$ cat src/rtl/apb_spi_flash_ctrl.sv
// APB slave driving a mode-0 SPI flash one byte at a time.
// Ports: pclk/preset (sync, active-high), APB psel/penable/pwrite/paddr/pwdata/pready/prdata/pslverr, flash cs_n/sck/mosi/miso.
module apb_spi_flash_ctrl #(
    parameter logic [15:0] CLKDIV_RESET = 16'h0001
) (
    input  logic        pclk,
    input  logic        preset,
    input  logic        psel,
    input  logic        penable,
    input  logic        pwrite,
    input  logic [7:0]  paddr,
    input  logic [31:0] pwdata,
    output logic        pready,
    output logic [31:0] prdata,
    output logic        pslverr,
    output logic        flash_cs_n,
    output logic        flash_sck,
    output logic        flash_mosi,
    input  logic        flash_miso
);

    localparam logic [1:0] ST_IDLE  = 2'd0;
    localparam logic [1:0] ST_SHIFT = 2'd1;
    localparam logic [1:0] ST_DONE  = 2'd2;

    logic [1:0]  state;
    logic [15:0] clk_div;
    logic        cs_n;
    logic [7:0]  rx_data;
    logic        busy;
    logic        rx_valid;
    logic [7:0]  tx_shift;
    logic [7:0]  rx_shift;
    logic [15:0] hcnt;
    logic [4:0]  ecnt;
    logic        sck;

    logic [5:0] word;
    logic       access;
    logic       addr_bad;
    logic       busy_err;
    logic       wr_ok;
    logic       rd_data;
    logic       unused_bits;

    assign word     = paddr[7:2];
    assign access   = psel & penable;
    assign addr_bad = (word > 6'd3);
    // DATA and CS_N are locked while a byte is on the wire
    assign busy_err = pwrite & busy & ((word == 6'd1) | (word == 6'd2));
    assign wr_ok    = access & pwrite & ~addr_bad & ~busy_err;
    assign rd_data  = access & ~pwrite & (word == 6'd1);

    assign pready     = access;
    assign pslverr    = access & (addr_bad | busy_err);
    assign flash_cs_n = cs_n;
    assign flash_sck  = sck;
    assign flash_mosi = (state == ST_SHIFT) & tx_shift[7];

    assign unused_bits = ^{pwdata[31:16], paddr[1:0]};

    always_comb begin
        prdata = 32'd0;
        if (access & ~addr_bad) begin
            case (word)
                6'd0:    prdata = {16'd0, clk_div};
                6'd1:    prdata = {24'd0, rx_data};
                6'd2:    prdata = {31'd0, cs_n};
                6'd3:    prdata = {30'd0, rx_valid, busy};
                default: prdata = 32'd0;
            endcase
        end
    end

    always_ff @(posedge pclk) begin
        if (preset) begin
            state    <= ST_IDLE;
            clk_div  <= CLKDIV_RESET;
            cs_n     <= 1'b1;
            rx_data  <= 8'h00;
            busy     <= 1'b0;
            rx_valid <= 1'b0;
            tx_shift <= 8'h00;
            rx_shift <= 8'h00;
            hcnt     <= 16'd0;
            ecnt     <= 5'd0;
            sck      <= 1'b0;
        end else begin
            if (wr_ok && word == 6'd0)
                clk_div <= pwdata[15:0];
            if (wr_ok && word == 6'd2)
                cs_n <= pwdata[0];
            // set in DONE wins over clear-on-read
            if (rd_data)
                rx_valid <= 1'b0;

            case (state)
                ST_IDLE: begin
                    if (wr_ok && word == 6'd1) begin
                        state    <= ST_SHIFT;
                        busy     <= 1'b1;
                        tx_shift <= pwdata[7:0];
                        hcnt     <= clk_div;
                        ecnt     <= 5'd0;
                        sck      <= 1'b0;
                    end
                end
                ST_SHIFT: begin
                    if (hcnt == 16'd0) begin
                        sck  <= ~sck;
                        hcnt <= clk_div;
                        ecnt <= ecnt + 5'd1;
                        if (!sck)
                            rx_shift <= {rx_shift[6:0], flash_miso};
                        else
                            tx_shift <= {tx_shift[6:0], 1'b0};
                        if (ecnt == 5'd15)
                            state <= ST_DONE;
                    end else begin
                        hcnt <= hcnt - 16'd1;
                    end
                end
                ST_DONE: begin
                    rx_data  <= rx_shift;
                    busy     <= 1'b0;
                    rx_valid <= 1'b1;
                    state    <= ST_IDLE;
                end
                default: state <= ST_IDLE;
            endcase
        end
    end

endmodule
$ cat config.mk
export PLATFORM = sky130hd
export DESIGN_NAME = apb_spi_flash_ctrl
export DESIGN_NICKNAME = d
export VERILOG_FILES = /design/src/rtl/apb_spi_flash_ctrl.sv
export SDC_FILE = /design/constraint.sdc
export NUM_CORES = 1
export LEC_CHECK = 0
export CAP_MARGIN = 20
export CORE_MARGIN = 4
export CORE_UTILIZATION = 54
export DETAILED_ROUTE_END_ITERATION = 8
export GPL_TIMING_DRIVEN = 1
export PLACE_DENSITY = 0.95
export SYNTH_ARGS = -nofsm -noshare
export SYNTH_HDL_FRONTEND = slang
export SYNTH_SLANG_ARGS = --single-unit
$ cat constraint.sdc
create_clock -name pclk -period 3.6 [get_ports pclk]
set_input_delay 0.36 -clock pclk [delete_from_list [all_inputs] [get_ports pclk]]
set_output_delay 0.36 -clock pclk [all_outputs]
set_load 0.03 [all_outputs]
==> results.ini, run 1 <==
[synth]
seq_area_frac_synth=0.376
synth_top_area_cell=sky130_fd_sc_hd__dfxtp_1
post_synthesis_register_bit_count=67
synth_cell_type_count=66
area_contributors_post_synth=sky130_fd_sc_hd__dfxtp_1 (38%), sky130_fd_sc_hd__nand2_1 (9.1%), sky130_fd_sc_hd__a21oi_1 (6.3%)
synth.cell_area_sq_um=3570
syn-instance-count=434
postSynth.asyncResetShare=0
yosys_warning_total=0
postSynth.topFlopCell=sky130_fd_sc_hd__dfxtp_1
syn-mean-instance-area_sq_um=8.23
post-synth-top-area-fraction=0.376
number_of_synthesized_flops_with_an_enable_pin=0

[worst_setup_path]
critical_path_peak_fanout=10
master_of_the_slowest_instance_on_the_critical_path=sky130_fd_sc_hd__clkdlybuf4s50_1
crit_arrival_ns=2.70
crit_type=primary input to primary output
cp_top_family=simple AND/OR/NAND/NOR gates
rr_endpoint=tx_shift[2]$_SDFFE_PP0P_
critPathLaunchType=primary input
worst_r2r_startpoint=state[1]$_SDFFE_PP0P_
reg2reg_depth=4
slack_of_the_worst_reg_to_reg_path_ns=1.02
end_kind=primary output
worst_path_buf_inv=2
timing.critical_path.cells=clkdlybuf4s50_1 -> or4_4 -> nor3_4 -> and2_1 -> clkdlybuf4s50_1
critical_path_required_ns=3.24
max_stage_delay_ns=0.68
crit_path_frequent_cell=sky130_fd_sc_hd__clkdlybuf4s50_1

[cells_and_area]
syn_to_final_growth_pct=17.0
stdcell_count=551
ff_latch_area_sq_um=1340
layout_cells_sized_above_1=0.0928
final.fill_count=491
multiInputGateArea_sq_um=2010
final_net_count=519
antennaDiodeCount=0

[job]
max_cap_viol_count=0

[worst_hold_path]
hold-path-endpoint=rx_data[7]$_SDFFE_PP0P_
holdPathStages=2
min-delay-start=rx_shift[7]$_SDFFE_PP0P_
worst_hold_path_type=flop to flop

[clock_network]
maximum_buffer_depth_of_the_clock_tree=2
cts.clk_slew.worst_paths_ns=0.07
tritoncts.num_buffers=9
htree_levels=3
count_of_cells_resized_by_post_cts_repair=0
clk_latency_ns=0.36
tritoncts_clock_tree=built
clock_sinks=67
cts_setup_buffers=0
ctsRootBufferMaster=sky130_fd_sc_hd__clkbuf_8
cts.hold.buffers_added=0

[pwr]
power.density_cell_area_nw_per_um2=355
p_leak_nw=1.49
power.ir.vdd_worst_v=0.000283

[timing]
relSlewSlack=0.311
final-hold-violation-count=0
timing_worst_slew_pin_value_ns=1.03
timing.fmax_ghz=0.327
setup_repair_after_global_routing_missed_its_margin=no
clock_tree_skew_after_final_layout_ns=0.00937
time_the_final_worst_path_needs_with_i_o_delays_and_setup_ns=3.06
finalCritPeriodShare=0.849
setup_tns_ns=0
setup_violations=0
report.final.slew_viol_count=0

[floorplan]
initial_utilization=0.559
die-area_sq_um=7980
die_width_microns=89.3
die_h_microns=89.3
rows=29
num_io_pins=83
fp.coreArea_sq_um=6390

[global_routing]
groute.usage.overall=0.256
globalRoute.busiestLayer=met2
grt_util_met3=0.0618
global_routing_met1_resource_utilization=0.318
grt_antenna_before_repair=0
grt_overflow=0
grt_start_max_net_pins=36
grt_first_pass_wirelength_mm=15.7
grt_pass1_vias=3256
global_route.usage.met2=0.418

[placement]
detailed_place_hpwl_mm=6.51
gpl.final_weighted_congestion=0.917
place.detailed.instances=535
port_buffers=48

[detailed_routing]
wl_per_cell_microns=17.6
routed_wirelength_mm=9.69
vias_after_detailed_routing=3459
first_pass_iters=6
via_per_inst=6.28
drc_errors=0
detail_route.iter0.violations=386
antenna_violating_nets_post_route=0

[status]
run_status=finished clean

state kept, by name (all words and copies together) (netlist names):
register,count
busy,1
clk_div,16
ecnt,5
flash_cs_n,1
flash_sck,1
hcnt,16
rx_data,8
rx_shift,8
rx_valid,1
state,2
tx_shift,8
cells in the final DEF, fill, tap and decap left out, types with 7 or more instances in the layout:
cell type,Yosys,routed
sky130_fd_sc_hd__a21oi_1,45,45
sky130_fd_sc_hd__clkbuf_8,0,10
sky130_fd_sc_hd__nor3_1,7,7
sky130_fd_sc_hd__a31oi_1,7,7
sky130_fd_sc_hd__nand3_1,9,9
sky130_fd_sc_hd__dfxtp_1,67,67
sky130_fd_sc_hd__o21ai_0,18,18
sky130_fd_sc_hd__mux2i_1,9,9
sky130_fd_sc_hd__clkdlybuf4s50_1,0,47
sky130_fd_sc_hd__nand2_1,87,87
sky130_fd_sc_hd__and2_1,12,12
sky130_fd_sc_hd__conb_1,1,16
sky130_fd_sc_hd__nor2_1,26,26
Yosys cell counts (5+ instances only):
| master | number |
|---|---|
| sky130_fd_sc_hd__a311oi_1 | 5 |
| sky130_fd_sc_hd__a31oi_1 | 7 |
| sky130_fd_sc_hd__clkbuf_1 | 15 |
| sky130_fd_sc_hd__and2_1 | 12 |
| sky130_fd_sc_hd__nand3b_1 | 5 |
| sky130_fd_sc_hd__a21oi_1 | 45 |
| sky130_fd_sc_hd__nor3_1 | 7 |
| sky130_fd_sc_hd__nor2_1 | 26 |
| sky130_fd_sc_hd__inv_1 | 6 |
| sky130_fd_sc_hd__nand3_1 | 9 |
| sky130_fd_sc_hd__nand2_1 | 87 |
| sky130_fd_sc_hd__dfxtp_1 | 67 |
| sky130_fd_sc_hd__nor2b_1 | 6 |
| sky130_fd_sc_hd__mux2i_1 | 9 |
| sky130_fd_sc_hd__buf_4 | 20 |
| sky130_fd_sc_hd__o21ai_0 | 18 |
area by class of cell:
cell class                      count  share of cell area
Clock buffer                       10              0.0330
Clock inverter                      6              0.0156
Inverter                            7             0.00629
Multi-Input combinational cell    333               0.482
Sequential cell                    67               0.321
Tap cell                           77              0.0231
Timing Repair Buffer               51               0.119
metal layers:
layer	routed length (microns)	up-vias
li1	-	1581
met1	3610	1620
met2	4880	214
met3	877	44
met4	318	0
met5	0	-
cell families (layout without fill, tap and decap cells):
kind of cell,count (synthesis),after routing,synth area share
DFF,67,67,0.376
other,1,16,0.00105
AOI/OAI and AO/OA,106,106,0.202
muxes,11,11,0.0347
xor gates and xnor gates,2,2,0.00491
and+or+nand+nor,194,194,0.290
adders and majority gates,4,4,0.0140
buffers and inverters,49,74,0.0778
tightest hold or removal path: cells and delay by family, from the launching register on:
kind	cells	cell delay, ns
AND/OR/NAND/NOR	1	0.05
AO/OA/AOI/OAI	1	0.05
flip-flops	1	0.31
report_power, final:
group / internal [mW] / total, mW / leakage, nW / switching (mW)
combinational: 0.0380 / 0.0998 / 0.851 / 0.0618
sequential: 0.741 / 0.742 / 0.539 / 0.000726
clock: 0.338 / 0.643 / 0.102 / 0.305
through the flow:
stage,setup WS [ns],util,hold slack (ns),area [sq um],power [mW]
floorplan,1.50,-,0.428,3630,0.829
global placement,0.634,0.622,0.436,3970,0.855
detailed placement,0.577,0.622,0.446,3970,0.857
CTS,0.545,0.654,0.458,4180,1.48
global route,0.500,0.654,0.478,4180,1.53
finish,0.543,0.654,0.459,4180,1.48
worst max-delay path by stage:
stage | from | end | cells after the start
2_1_floorplan | paddr[4] | prdata[2] | 4
3_3_place_gp | paddr[4] | prdata[14] | 5
3_5_place_dp | paddr[4] | prdata[14] | 5
4_1_cts | paddr[4] | prdata[14] | 5
5_1_grt | paddr[4] | prdata[14] | 5
6_report | paddr[4] | prdata[14] | 5
Note: power is estimated with default switching activity, not from simulation.
==> run 2: changes to the inputs <==
CORE_UTILIZATION = 45   (was 54)
PLACE_DENSITY = 0.86   (was 0.95)
clock period = 2.65 ns   (was 3.6 ns; I/O delays follow)
==> run 2 against run 1 <==
Effect of this change: sequential power rose by 36%; flip-flop and latch count is the same; final cell count is 6.7% higher; count of clock-buffer cells in the layout up 3; non-clock buffer count is 12 higher; combinational power up 41%; clock skew is 0.0045 ns lower.
==> results.ini, run 2 (same netlist as run 1, synthesis figures left out) <==
[placement]
detailed_place_hpwl_mm=6.93
gpl.final_weighted_congestion=0.885
place_area_sq_um=4050
port_buffers=48

[worst_setup_path]
master_of_the_slowest_instance_on_the_critical_path=sky130_fd_sc_hd__clkdlybuf4s50_1
crit_arrival_ns=2.23
cp_top_family=simple AND/OR/NAND/NOR gates
critPathLaunchType=flop
worst_path_buf_inv=1
end_kind=primary output
critical_path_peak_fanout=7
crit_type=flop to primary output
max_stage_delay_ns=0.66
critical_path_required_ns=2.38
timing.critical_path.cells=nor2b_1 -> and2_1 -> clkdlybuf4s50_1

[clock_network]
cts.clk_slew.worst_paths_ns=0.07
clk_latency_ns=0.34
cts_setup_buffers=0
count_of_cells_resized_by_post_cts_repair=0
cts.hold.buffers_added=0
ctsRootBufferMaster=sky130_fd_sc_hd__clkbuf_8
htree_levels=3
tritoncts_clock_tree=built
maximum_buffer_depth_of_the_clock_tree=2
clock_sinks=67
tritoncts.num_buffers=9

[cells_and_area]
layout.cells.most_common_list=sky130_fd_sc_hd__nand2_1 (87), sky130_fd_sc_hd__dfxtp_1 (67), sky130_fd_sc_hd__a21oi_1 (45)
final_common_cell=sky130_fd_sc_hd__nand2_1
antennaDiodeCount=0
top_regs=clk_div (16), hcnt (16)
postLayoutCellArea_sq_um=4260
layout_cells_sized_above_1=0.142
final_net_count=531
syn_to_final_growth_pct=19.2

[timing]
clock_tree_skew_after_final_layout_ns=0.00491
timing.fmax_ghz=0.400
setup_violations=0
relSlewSlack=0.454
finalCritPeriodShare=0.943
setup_repair_after_global_routing_missed_its_margin=no
report.final.slew_viol_count=0
setup_tns_ns=0
timing_worst_slew_pin_value_ns=0.812
time_the_final_worst_path_needs_with_i_o_delays_and_setup_ns=2.50
final-hold-violation-count=0

[global_routing]
grt_first_pass_wirelength_mm=15.5
groute.usage.overall=0.200
grt_pass1_vias=3308
grt_start_max_net_pins=67
grt_antenna_before_repair=0
grt_overflow=0

[worst_hold_path]
worst_hold_path_type=primary input to flop

[pwr]
power_report.internal_total_mw=1.55
p_leak_nw=1.58
power.density_cell_area_nw_per_um2=476
power.ir.vdd_worst_v=0.000397
power.share.clock=0.432
share_seq_of_total_power=0.498
power.switching_uw=472
switching_share=0.233
power_frac_comb=0.070

[floorplan]
die_h_microns=97.1
die-area_sq_um=9420
fp.coreArea_sq_um=7730
die_width_microns=97.1
num_io_pins=83
initial_utilization=0.462
rows=32

[detailed_routing]
via_per_inst=5.67
antenna_violating_nets_post_route=0
first_pass_iters=4
wl_per_cell_microns=16.1
vias_after_detailed_routing=3336
detail_route.iter0.violations=432
drc_errors=0
routed_wirelength_mm=9.46

[status]
run_status=finished clean

[job]
max_cap_viol_count=0

## run 2: cell count changes in the layout (fill, tap and decap cells not counted), sizes merged
cell / change
clkdlybuf4s50: -16
buf: +28
clkinv: -3
clkbuf: +3
## run 2: metrics by stage
step / instances / total power [mW] / util / hold slack [ns] / setup slack (ns)
floorplan: 449 / 1.13 / - / 0.389 / 0.714
global placement: 572 / 1.17 / 0.524 / 0.445 / 0.213
detailed placement: 572 / 1.17 / 0.524 / 0.455 / 0.201
CTS: 588 / 2.03 / 0.551 / 0.323 / 0.118
global route: 588 / 2.07 / 0.551 / 0.390 / 0.00631
finish: 588 / 2.02 / 0.551 / 0.332 / 0.151
## run 2: power by group through the flow
stage | logic (mW) | registers [mW] | clock network [mW]
floorplan | 0.0948 | 1.03 | 0
global placement | 0.137 | 1.03 | 0
detailed placement | 0.139 | 1.03 | 0
CTS | 0.140 | 1.01 | 0.884
global route | 0.149 | 1.01 | 0.913
finish | 0.141 | 1.01 | 0.875
## run 2: final timing paths
check	from	endpoint	slack [ns]	cells after the start
worst min register to register	rx_data[6]$_SDFFE_PP0P_	rx_data[6]$_SDFFE_PP0P_	0.46	2
worst max register to register	hcnt[0]$_SDFFE_PP0P_	hcnt[11]$_SDFFE_PP0P_	0.17	8
worst max-delay path	state[0]$_SDFFE_PP0P_	flash_mosi	0.15	3
worst min-delay path	preset	flash_cs_n$_SDFFE_PP1P_	0.33	3
## run 2: cell type report
cell class	count	area, sq um
Timing Repair Buffer	63	548
Multi-Input combinational cell	333	2010
Fill cell	676	3470
Clock inverter	3	46.3
Tap cell	102	128
Sequential cell	67	1340
Clock buffer	13	159
Inverter	7	26.3
## run 2: worst min-delay path: stages
cell                       delay (ns)
sky130_fd_sc_hd__buf_2           0.11
sky130_fd_sc_hd__clkinv_1        0.18
sky130_fd_sc_hd__nand2_1         0.07
## run 2: per-layer routing
metal | global-route usage | up-vias | share of wire
li1 | - | 1606 | -
met1 | 0.235 | 1558 | 0.41
met2 | 0.342 | 151 | 0.49
met3 | 0.0467 | 21 | 0.073
met4 | 0.0940 | 0 | 0.030
met5 | 0 | - | 0
==> run 3: changes to the inputs <==
TNS_END_PERCENT = 100   (was not set)
==> results of run 3 <==
Same layout as run 2: the final DEF is identical, and so are final timing and power.
